[config.mk]
export PLATFORM = sky130hd
export DESIGN_NAME = instr_decode_stage
export DESIGN_NICKNAME = d
export VERILOG_FILES = /design/src/rtl/kgp_isa_pkg.sv /design/src/rtl/instr_decoder.sv /design/src/rtl/instr_decode_stage.sv
export SDC_FILE = /design/constraint.sdc
export NUM_CORES = 1
export LEC_CHECK = 0
export ABC_AREA = 1
export CORE_UTILIZATION = 47
export DETAILED_ROUTE_END_ITERATION = 8
export PLACE_DENSITY_LB_ADDON = 0.08
export RECOVER_POWER = 50
export SETUP_SLACK_MARGIN = 0.1
export SYNTH_ARGS = -nofsm -noshare
export SYNTH_HDL_FRONTEND = slang
export SYNTH_SLANG_ARGS = --single-unit
[constraint.sdc]
create_clock -name clk -period 4.46 [get_ports clk]
set_clock_uncertainty 0.2 [all_clocks]
set_input_delay 0.669 -clock clk [delete_from_list [all_inputs] [get_ports clk]]
set_output_delay 0.669 -clock clk [all_outputs]
set_load 0.01 [all_outputs]
[src/rtl/kgp_isa_pkg.sv]
// ISA constants and the decoded control bundle shared by the decode stage and its decoder.
package kgp_isa_pkg;

  localparam logic [5:0] OP_RTYPE = 6'b000000;
  localparam logic [5:0] OP_LW    = 6'b001000;
  localparam logic [5:0] OP_SW    = 6'b001001;
  localparam logic [5:0] OP_BR    = 6'b001010;
  localparam logic [5:0] OP_JAL   = 6'b001011;
  localparam logic [5:0] OP_HALT  = 6'b111111;

  localparam logic [1:0] RD_RS = 2'b00;
  localparam logic [1:0] RD_RT = 2'b01;
  localparam logic [1:0] RD_RA = 2'b10;

  localparam logic [3:0] ALU_ADD = 4'h0;
  localparam logic [3:0] ALU_SUB = 4'h1;

  typedef struct packed {
    logic [1:0] regDst;
    logic       regWrite;
    logic       memRead;
    logic       memWrite;
    logic       branch;
    logic [3:0] aluOp;
    logic       illegal;
    logic       isHalt;
  } ctrl_t;

  // I-type ALU opcodes occupy 000001..000111; 000000 is R-type.
  function automatic logic isItype(input logic [5:0] op);
    return (op[5:3] == 3'b000) && (op[2:0] != 3'b000);
  endfunction

endpackage

[src/rtl/instr_decoder.sv]
// Purely combinational opcode decoder: instruction word -> control bundle.
// Zero latency, no handshake; undefined opcodes decode as a flagged NOP.
module instr_decoder
  import kgp_isa_pkg::*;
(
  input  logic [31:0] instr,
  output ctrl_t       ctrl
);

  logic [5:0] op;
  logic       unusedBits;

  assign op         = instr[31:26];
  assign unusedBits = ^instr[25:4];

  always_comb begin
    ctrl = '0;
    case (op)
      OP_RTYPE: begin
        ctrl.regDst   = RD_RS;
        ctrl.regWrite = 1'b1;
        ctrl.aluOp    = instr[3:0];
      end
      OP_LW: begin
        ctrl.regDst   = RD_RT;
        ctrl.regWrite = 1'b1;
        ctrl.memRead  = 1'b1;
        ctrl.aluOp    = ALU_ADD;
      end
      OP_SW: begin
        ctrl.memWrite = 1'b1;
        ctrl.aluOp    = ALU_ADD;
      end
      OP_BR: begin
        ctrl.branch = 1'b1;
        ctrl.aluOp  = ALU_SUB;
      end
      OP_JAL: begin
        ctrl.regDst   = RD_RA;
        ctrl.regWrite = 1'b1;
        ctrl.branch   = 1'b1;
      end
      OP_HALT: begin
        ctrl.isHalt = 1'b1;
      end
      default: begin
        if (isItype(op)) begin
          ctrl.regDst   = RD_RS;
          ctrl.regWrite = 1'b1;
          ctrl.aluOp    = {1'b1, op[2:0]};
        end else begin
          ctrl.illegal = 1'b1;
        end
      end
    endcase
  end

endmodule

[src/rtl/instr_decode_stage.sv]
// IF/ID register + decode, 1-cycle latency, one entry; stalls fetch when full and not draining,
// inserts a 1-cycle load-use bubble, and blocks fetch permanently once a halt is handed off.
module instr_decode_stage
  import kgp_isa_pkg::*;
#(
  parameter int DATA_W         = 32,
  parameter int REG_AW         = 5,
  parameter int PC_W           = 32,
  parameter int LOAD_USE_STALL = 1
) (
  input  logic              clk,
  input  logic              rst,
  input  logic              if_valid,
  output logic              if_ready,
  input  logic [DATA_W-1:0] if_instr,
  input  logic [PC_W-1:0]   if_pc,
  input  logic              flush,
  output logic              id_valid,
  input  logic              id_ready,
  output logic [REG_AW-1:0] rs,
  output logic [REG_AW-1:0] rt,
  output logic [1:0]        RegDst,
  output logic              RegWrite,
  output logic              MemRead,
  output logic              MemWrite,
  output logic              Branch,
  output logic [3:0]        ALUOp,
  output logic [DATA_W-1:0] imm_ext,
  output logic [PC_W-1:0]   id_pc,
  output logic              illegal,
  output logic              halted
);

  logic [DATA_W-1:0] instrQ;
  logic [PC_W-1:0]   pcQ;
  logic              validQ;
  logic              luPending;
  logic [REG_AW-1:0] luDest;
  logic              haltedQ;

  logic              bubble;
  logic              idValid;
  logic              accept;
  logic              handoff;
  logic [REG_AW-1:0] rsW;
  logic [REG_AW-1:0] rtW;
  ctrl_t             dec;

  instr_decoder u_dec (
    .instr (instrQ[31:0]),
    .ctrl  (dec)
  );

  assign rsW = instrQ[21 +: REG_AW];
  assign rtW = instrQ[16 +: REG_AW];

  assign bubble  = (LOAD_USE_STALL != 0) && luPending && validQ &&
                   ((rsW == luDest) || (rtW == luDest));
  assign idValid = validQ && !bubble;
  assign handoff = idValid && id_ready;
  assign accept  = if_valid && if_ready;

  assign if_ready = !haltedQ && (!validQ || (id_ready && !bubble));

  always_ff @(posedge clk) begin
    if (rst) begin
      validQ    <= 1'b0;
      instrQ    <= '0;
      pcQ       <= '0;
      luPending <= 1'b0;
      luDest    <= '0;
      haltedQ   <= 1'b0;
    end else begin
      // Flush drops both the held word and any word arriving this cycle.
      if (flush) begin
        validQ <= 1'b0;
      end else if (accept) begin
        validQ <= 1'b1;
        instrQ <= if_instr;
        pcQ    <= if_pc;
      end else if (handoff) begin
        validQ <= 1'b0;
      end

      luPending <= handoff && dec.memRead && !flush;
      if (handoff && dec.memRead) begin
        luDest <= rtW;
      end

      if (handoff && dec.isHalt) begin
        haltedQ <= 1'b1;
      end
    end
  end

  // Controls are qualified by id_valid so an empty slot or bubble never enables a write.
  assign id_valid = idValid;
  assign rs       = rsW;
  assign rt       = rtW;
  assign RegDst   = idValid ? dec.regDst : RD_RS;
  assign RegWrite = idValid && dec.regWrite;
  assign MemRead  = idValid && dec.memRead;
  assign MemWrite = idValid && dec.memWrite;
  assign Branch   = idValid && dec.branch;
  assign ALUOp    = idValid ? dec.aluOp : ALU_ADD;
  assign imm_ext  = {{(DATA_W-16){instrQ[15]}}, instrQ[15:0]};
  assign id_pc    = pcQ;
  assign illegal  = validQ && dec.illegal;
  assign halted   = haltedQ;

endmodule

==> run_results.csv <==
group,metric,value,unit
job,maxCapViolations,1,
synthesis,yosysTopAreaCell,"dfxtp_1",
setup_path,end_kind,"output port",
floorplan,core,0.007767,mm2
clocking,cts_buffer_depth,2,
status,violations,"max-capacitance violations, max-slew violations",
timing,max_freq,0.3059,GHz
global_routing,grt_pass1_wl,15280,um
min_path,holdCritPathClass,"register to register",
synthesis,synth.avg_cell_area,6.402,um2
global_routing,grt-ovfl-total,0,
synthesis,synth_edf_count,0,
clocking,post_cts_resized,0,
detailed_routing,via_count,3744,
detailed_routing,routedWlPerCell,11.58,um
min_path,hp-start,"id_pc[8]",
setup_path,max_stage_delay,600,ps
pwr,peakVddDrop,0.1707,mV
synthesis,ys_top_cells_by_area,"dfxtp_1 (38%), nor2_1 (15%), nand2_1 (11%), nand3_1 (9.0%), inv_1 (8.6%)",
pwr,p_leak,2.623,nW
placed_design,gp_congestion,0.8178,
timing,drv_slew,65,
clocking,clock_latency,340,ps
synthesis,yosys.area.top_type_share,38.16,%
synthesis,synthCells,590,
detailed_routing,drt_first_iter_violations,92,
timing,hold_viol_final,0,
synthesis,synth_fp_nets,659,
global_routing,grt_usage,22.66,%
floorplan,die_area,0.008400,mm2
synthesis,synth_common_cells,"nor2_1 (152), nand2_1 (108), inv_1 (87)",
floorplan,die_w,91.65,um
placed_design,place_hpwl,6418,um
synthesis,syn-cell-area,0.003777,mm2
timing,worst_pin_slew,1981,ps
timing,rsz0062_at_grt,"no",
layout,fillCellCount,700,
detailed_routing,dr.pass1.iters,4,
detailed_routing,wl,9252,um
min_path,hold_path_depth,2,
layout,final_area,0.005253,mm2
floorplan,start_util,48.63,%
clocking,cts_tree,"yes",
layout,antenna_cells,0,
synthesis,synth-async-reset-ratio,0,%
clocking,cts-hold-fix-buffers,0,
timing,final-setup-viol-count,0,
setup_path,regToRegSetupSlack,1910,ps
synthesis,ys_types,24,
synthesis,synth_seq_cells,72,
setup_path,path_class,"register to output port",
setup_path,critPathArrivalTime,2400,ps
detailed_routing,drcViolationCount,0,
setup_path,reg2reg_from,"instrQ[16]",
setup_path,path_cells,"nor2_1 > nor2_1 > nor2_1 > nand3_1 > nand2_1 > nand2_1 > nand2_1 > a211oi_1 > clkdlybuf4s50_1",
min_path,whs_endpoint,"id_pc[8]",
timing,finalCriticalPeriod,3269,ps
layout,drive_gt1_share,4.161,%
setup_path,slowest_stage,"clkdlybuf4s50_1",
setup_path,cp-start-kind,"register",
synthesis,yosys_most_used_dff,"dfxtp_1",
status,status,"finished, violations left",
timing,period_share,73.31,%
placed_design,portBuffers,156,
setup_path,r2r-end,"id_pc[30]",
pwr,power.density,310.3,mW/mm2
layout,nets,761,
floorplan,die_h,91.65,um
clocking,path_clk_slew,80,ps
placed_design,dpl_cell_area,0.005034,mm2
global_routing,antenna_found_initial,0,
clocking,cts_sinks,72,
detailed_routing,ant_nets,0,
global_routing,grt_max_degree,69,
synthesis,yosysMostFrequentCell,"nor2_1",
clocking,cts-root-buf,"clkbuf_8",
detailed_routing,viasPerCell,4.686,
pwr,p_total,1.630,mW
clocking,cts_buffers,9,
clocking,cts_setup_buffers,0,
setup_path,cp.required,3590,ps
synthesis,ys_seq_area_share,38.16,%
timing,finalSetupTns,0,ps
global_routing,grt_pass1_vias,3423,
layout,areaGrowthSynthToFinish,39.05,%
floorplan,num_io_pins,157,
setup_path,reg2reg_depth,12,
timing,relSlewSlack,-32.23,%
setup_path,worst-path-max-fanout,11,
floorplan,num_rows,32,
synthesis,yosysWarnings,0,
clocking,h-tree-depth,3,
## through the flow
step | utilization, % | setup slack (ps) | cells | hold slack, ps
floorplan | - | 2234 | 590 | 255.6
global placement | 64.80 | 1489 | 783 | 262.2
detailed placement | 64.80 | 1453 | 783 | 271.7
CTS | 67.65 | 1200 | 799 | 288.2
global route | 67.62 | 967.1 | 799 | 299.9
finish | 67.62 | 1191 | 799 | 281.5
## area by class of cell
type,count,area [um2],area share [%]
inverter,90,337.8,6.432
tap,102,127.6,2.430
clock buffer,11,141.4,2.692
clock inverter,5,80.08,1.525
timing repair buffer,160,1592,30.30
sequential,72,1441,27.44
multi-input combinational,359,1533,29.18
## cell families after synthesis
kind of cell	Yosys count	synth area share, %
buffers and inverters	159	21.40
and+or+nand+nor	347	38.46
DFF	72	38.16
AOI/OAI and AO/OA	10	1.524
xor gates and xnor gates	2	0.4638
## how the worst max path moves through the flow
stage / startpoint / end / slack [ps]
final: instrQ[16] / ALUOp[2] / 1190
after global routing: instrQ[16] / ALUOp[1] / 970
after CTS: instrQ[26] / RegWrite / 1200
after detailed placement: id_ready / if_ready / 1450
after global placement: id_ready / if_ready / 1490
after floorplan: instrQ[16] / ALUOp[1] / 2230
## metal layers
layer	track usage (%)	part of all wire, %	wire length (um)	vias up
met5	0	0	0	-
met3	8.458	8.6	800	14
met1	25.63	43	3995	1675
met2	38.60	47	4313	128
li1	-	-	-	1927
met4	8.730	1.5	142	0
## flip-flops by register name, summed over array words and instances (netlist names)
signal,flops
halted,1
validQ,1
instrQ,32
luDest,5
id_pc,32
luPending,1
## power breakdown
group	leakage, nW	switching (mW)	internal [mW]
logic	1.92	0.166	0.177
clock network	0.106	0.244	0.330
registers	0.593	0.0294	0.684
## worst max-delay path, delay by kind of cell, from the launching register on
family,cells,cell delay (ps)
and+or+nand+nor,7,770
buffers and inverters,1,600
DFF,1,410
AOI/OAI and AO/OA,1,300
## cell usage in the layout, fill, tap and decap left out, drive strengths merged
| master | count |
|---|---|
| a211oi | 3 |
| a21oi | 6 |
| buf | 4 |
| bufinv | 2 |
| clkbuf | 11 |
| clkdlybuf4s50 | 97 |
| clkinv | 1 |
| clkinvlp | 2 |
| dfxtp | 72 |
| dlygate4sd3 | 59 |
| inv | 90 |
| nand2 | 109 |
| nand3 | 69 |
| nand3b | 2 |
| nand4 | 3 |
| nor2 | 156 |
| nor3 | 6 |
| nor4 | 1 |
| o21ai | 1 |
| or2 | 1 |
| xnor2 | 2 |
Power figures use the tool's default switching activity.
==> patch (config.mk and constraints unchanged) <==
Change the parameter `LOAD_USE_STALL` from 1 to 0.
--- a/src/rtl/instr_decode_stage.sv
+++ b/src/rtl/instr_decode_stage.sv
@@ -6,7 +6,7 @@
   parameter int DATA_W         = 32,
   parameter int REG_AW         = 5,
   parameter int PC_W           = 32,
-  parameter int LOAD_USE_STALL = 1
+  parameter int LOAD_USE_STALL = 0
 ) (
   input  logic              clk,
   input  logic              rst,
Formal check against the unedited RTL: not equivalent (Yosys sat finds a counterexample within 4 cycles, from zero or initial values and one cycle with rst high).
==> patch against the unedited design <==
The flow still finishes with violations (max-capacitance violations, max-slew violations); final area fell by 16%; via count fell by 28%; setup slack improved by 0.33 ns; combinational power down 15%; cell count shrank 28%; synthesized area decreased by 21%; power decreased by 12%; sequential cell count is 6 lower; wire length down 29%; largest cell class unchanged.
==> patch: results (changes against the unedited design) <==
Clock network
  • Clk Latency, worst-skew pair: 0.34 ns (about the same)
  • Root buffer cell: clkbuf_8 (unchanged)
  • # H-tree levels: 3 (unchanged)
  • Clock transition at path regs: 0.06 ns (was 0.08 ns)

Synth
  • Synth unique cells: 20 (was 24)
  • Post-synthesis sequential area ratio: 44.3% (was 38.2%)
  • Syn Nets: 460 (was 659)
  • Syn Inst Count: 391 (was 590)
  • Commonest cells post-synth: inv_1, a21oi_1, dfxtp_1 (was nor2_1, nand2_1, inv_1)
  • Top post-synthesis cells by area: dfxtp_1, a21oi_1, buf_4 (was dfxtp_1, nor2_1, nand2_1)
  • Synth warn: 0 (unchanged)

Detailed routing
  • Via count: 2,705 (was 3,744)
  • Wire per inst: 11.4 um (was 11.6 um)
  • Final wirelength: 6.56 mm (was 9.25 mm)
  • DRT iter0 DRCs: 127 (was 92)

Global route
  • GR Util All Layers: 19.4% (was 22.7%)
  • First-pass GRT wire length: 9.76 mm (was 15.3 mm)
  • Vias in the first global route: 2,294 (was 3,423)
  • Largest net degree at the start of global routing: 76 (was 69)

Job
  • MaxCap Viol Count: 1 (unchanged)

Timing
  • Slew Limit Headroom: -7.46% (was -32.2%)
  • Final Slew Violations: 66 (was 65)

Placement
  • DP HPWL: 4.65 mm (was 6.42 mm)
  • Placed cell areas: 0.00421 mm^2 (was 0.00503 mm^2)
  • GP Congestion: 0.762 (was 0.818)
  • Post-place setup slack: 1.56 ns (was 1.45 ns)
  • Placed Cells: 560 (was 783)

Final layout
  • Fill cells: 515 (was 700)
  • Layout cells sized above 1: 3.80% (was 4.16%)
  • Nets: 565 (was 761)

Outcome
  • Failing checks: max-capacitance violations, max-slew violations (unchanged)
  • Status: finished, violations left (unchanged)

Floorplanning
  • Initial Util: 49.5% (was 48.6%)

Power and ir drop
  • VDD IR-drop max: 0.179 mV (was 0.171 mV)
  • P_leak: 0.00184 uW (was 0.00262 uW)

Hold path
  • HP Class: flip-flop to flip-flop (unchanged)

Critical path
  • CP max FO: 2 (was 11)
  • R2R depth: 5 (was 12)
  • Critical path arrival: 2.07 ns (was 2.40 ns)
## patch: logic make-up after synthesis
group,Yosys count,share of synthesized area (%)
AO/OA/AOI/OAI,130,21.8
buffers and inverters,136,24.5
flip-flops,66,44.3
AND/OR/NAND/NOR,59,9.47
## patch: final timing paths
path	from	to	slack, ns
hold reg to reg	instrQ[18]	instrQ[18]	0.24
hold / removal	instrQ[18]	instrQ[18]	0.24
setup reg to reg	id_valid	id_pc[15]	2.43
setup / recovery	id_ready	if_ready	1.52
## patch: layout make-up
type / count / area share (%)
multi-input combinational: 189 / 21.4
tap: 75 / 2.13
timing repair buffer: 157 / 36.0
inverter: 73 / 6.23
clock buffer: 12 / 3.30
clock inverter: 3 / 0.910
sequential: 66 / 30.0
## patch: metal layers
metal / global-route usage, % / wire length, um / vias to the layer above
met5: 0 / 0 / -
met3: 9.22 / 746 / 10
met4: 9.65 / 124 / 0
met1: 20.2 / 2730 / 1159
li1: - / - / 1428
met2: 32.4 / 2960 / 108
## patch: critical path, cell delays in order
cell and delay, ns:
dlygate4sd3_1 0.57, inv_1 0.07, a21oi_1 0.18, clkdlybuf4s50_1 0.59
## patch: metrics by stage
step / power, uW / utilization (%)
after floorplan: 840 / -
after global placement: 969 / 69.9
after detailed placement: 975 / 69.9
after CTS: 1460 / 73.0
after global routing: 1500 / 73.0
final: 1430 / 73.0
## patch: power breakdown
group	internal [uW]	total (uW)	leakage, uW	switching (uW)
registers	631	655	0.000544	23.9
clock network	269	482	0.0000962	213
logic	161	290	0.00120	129
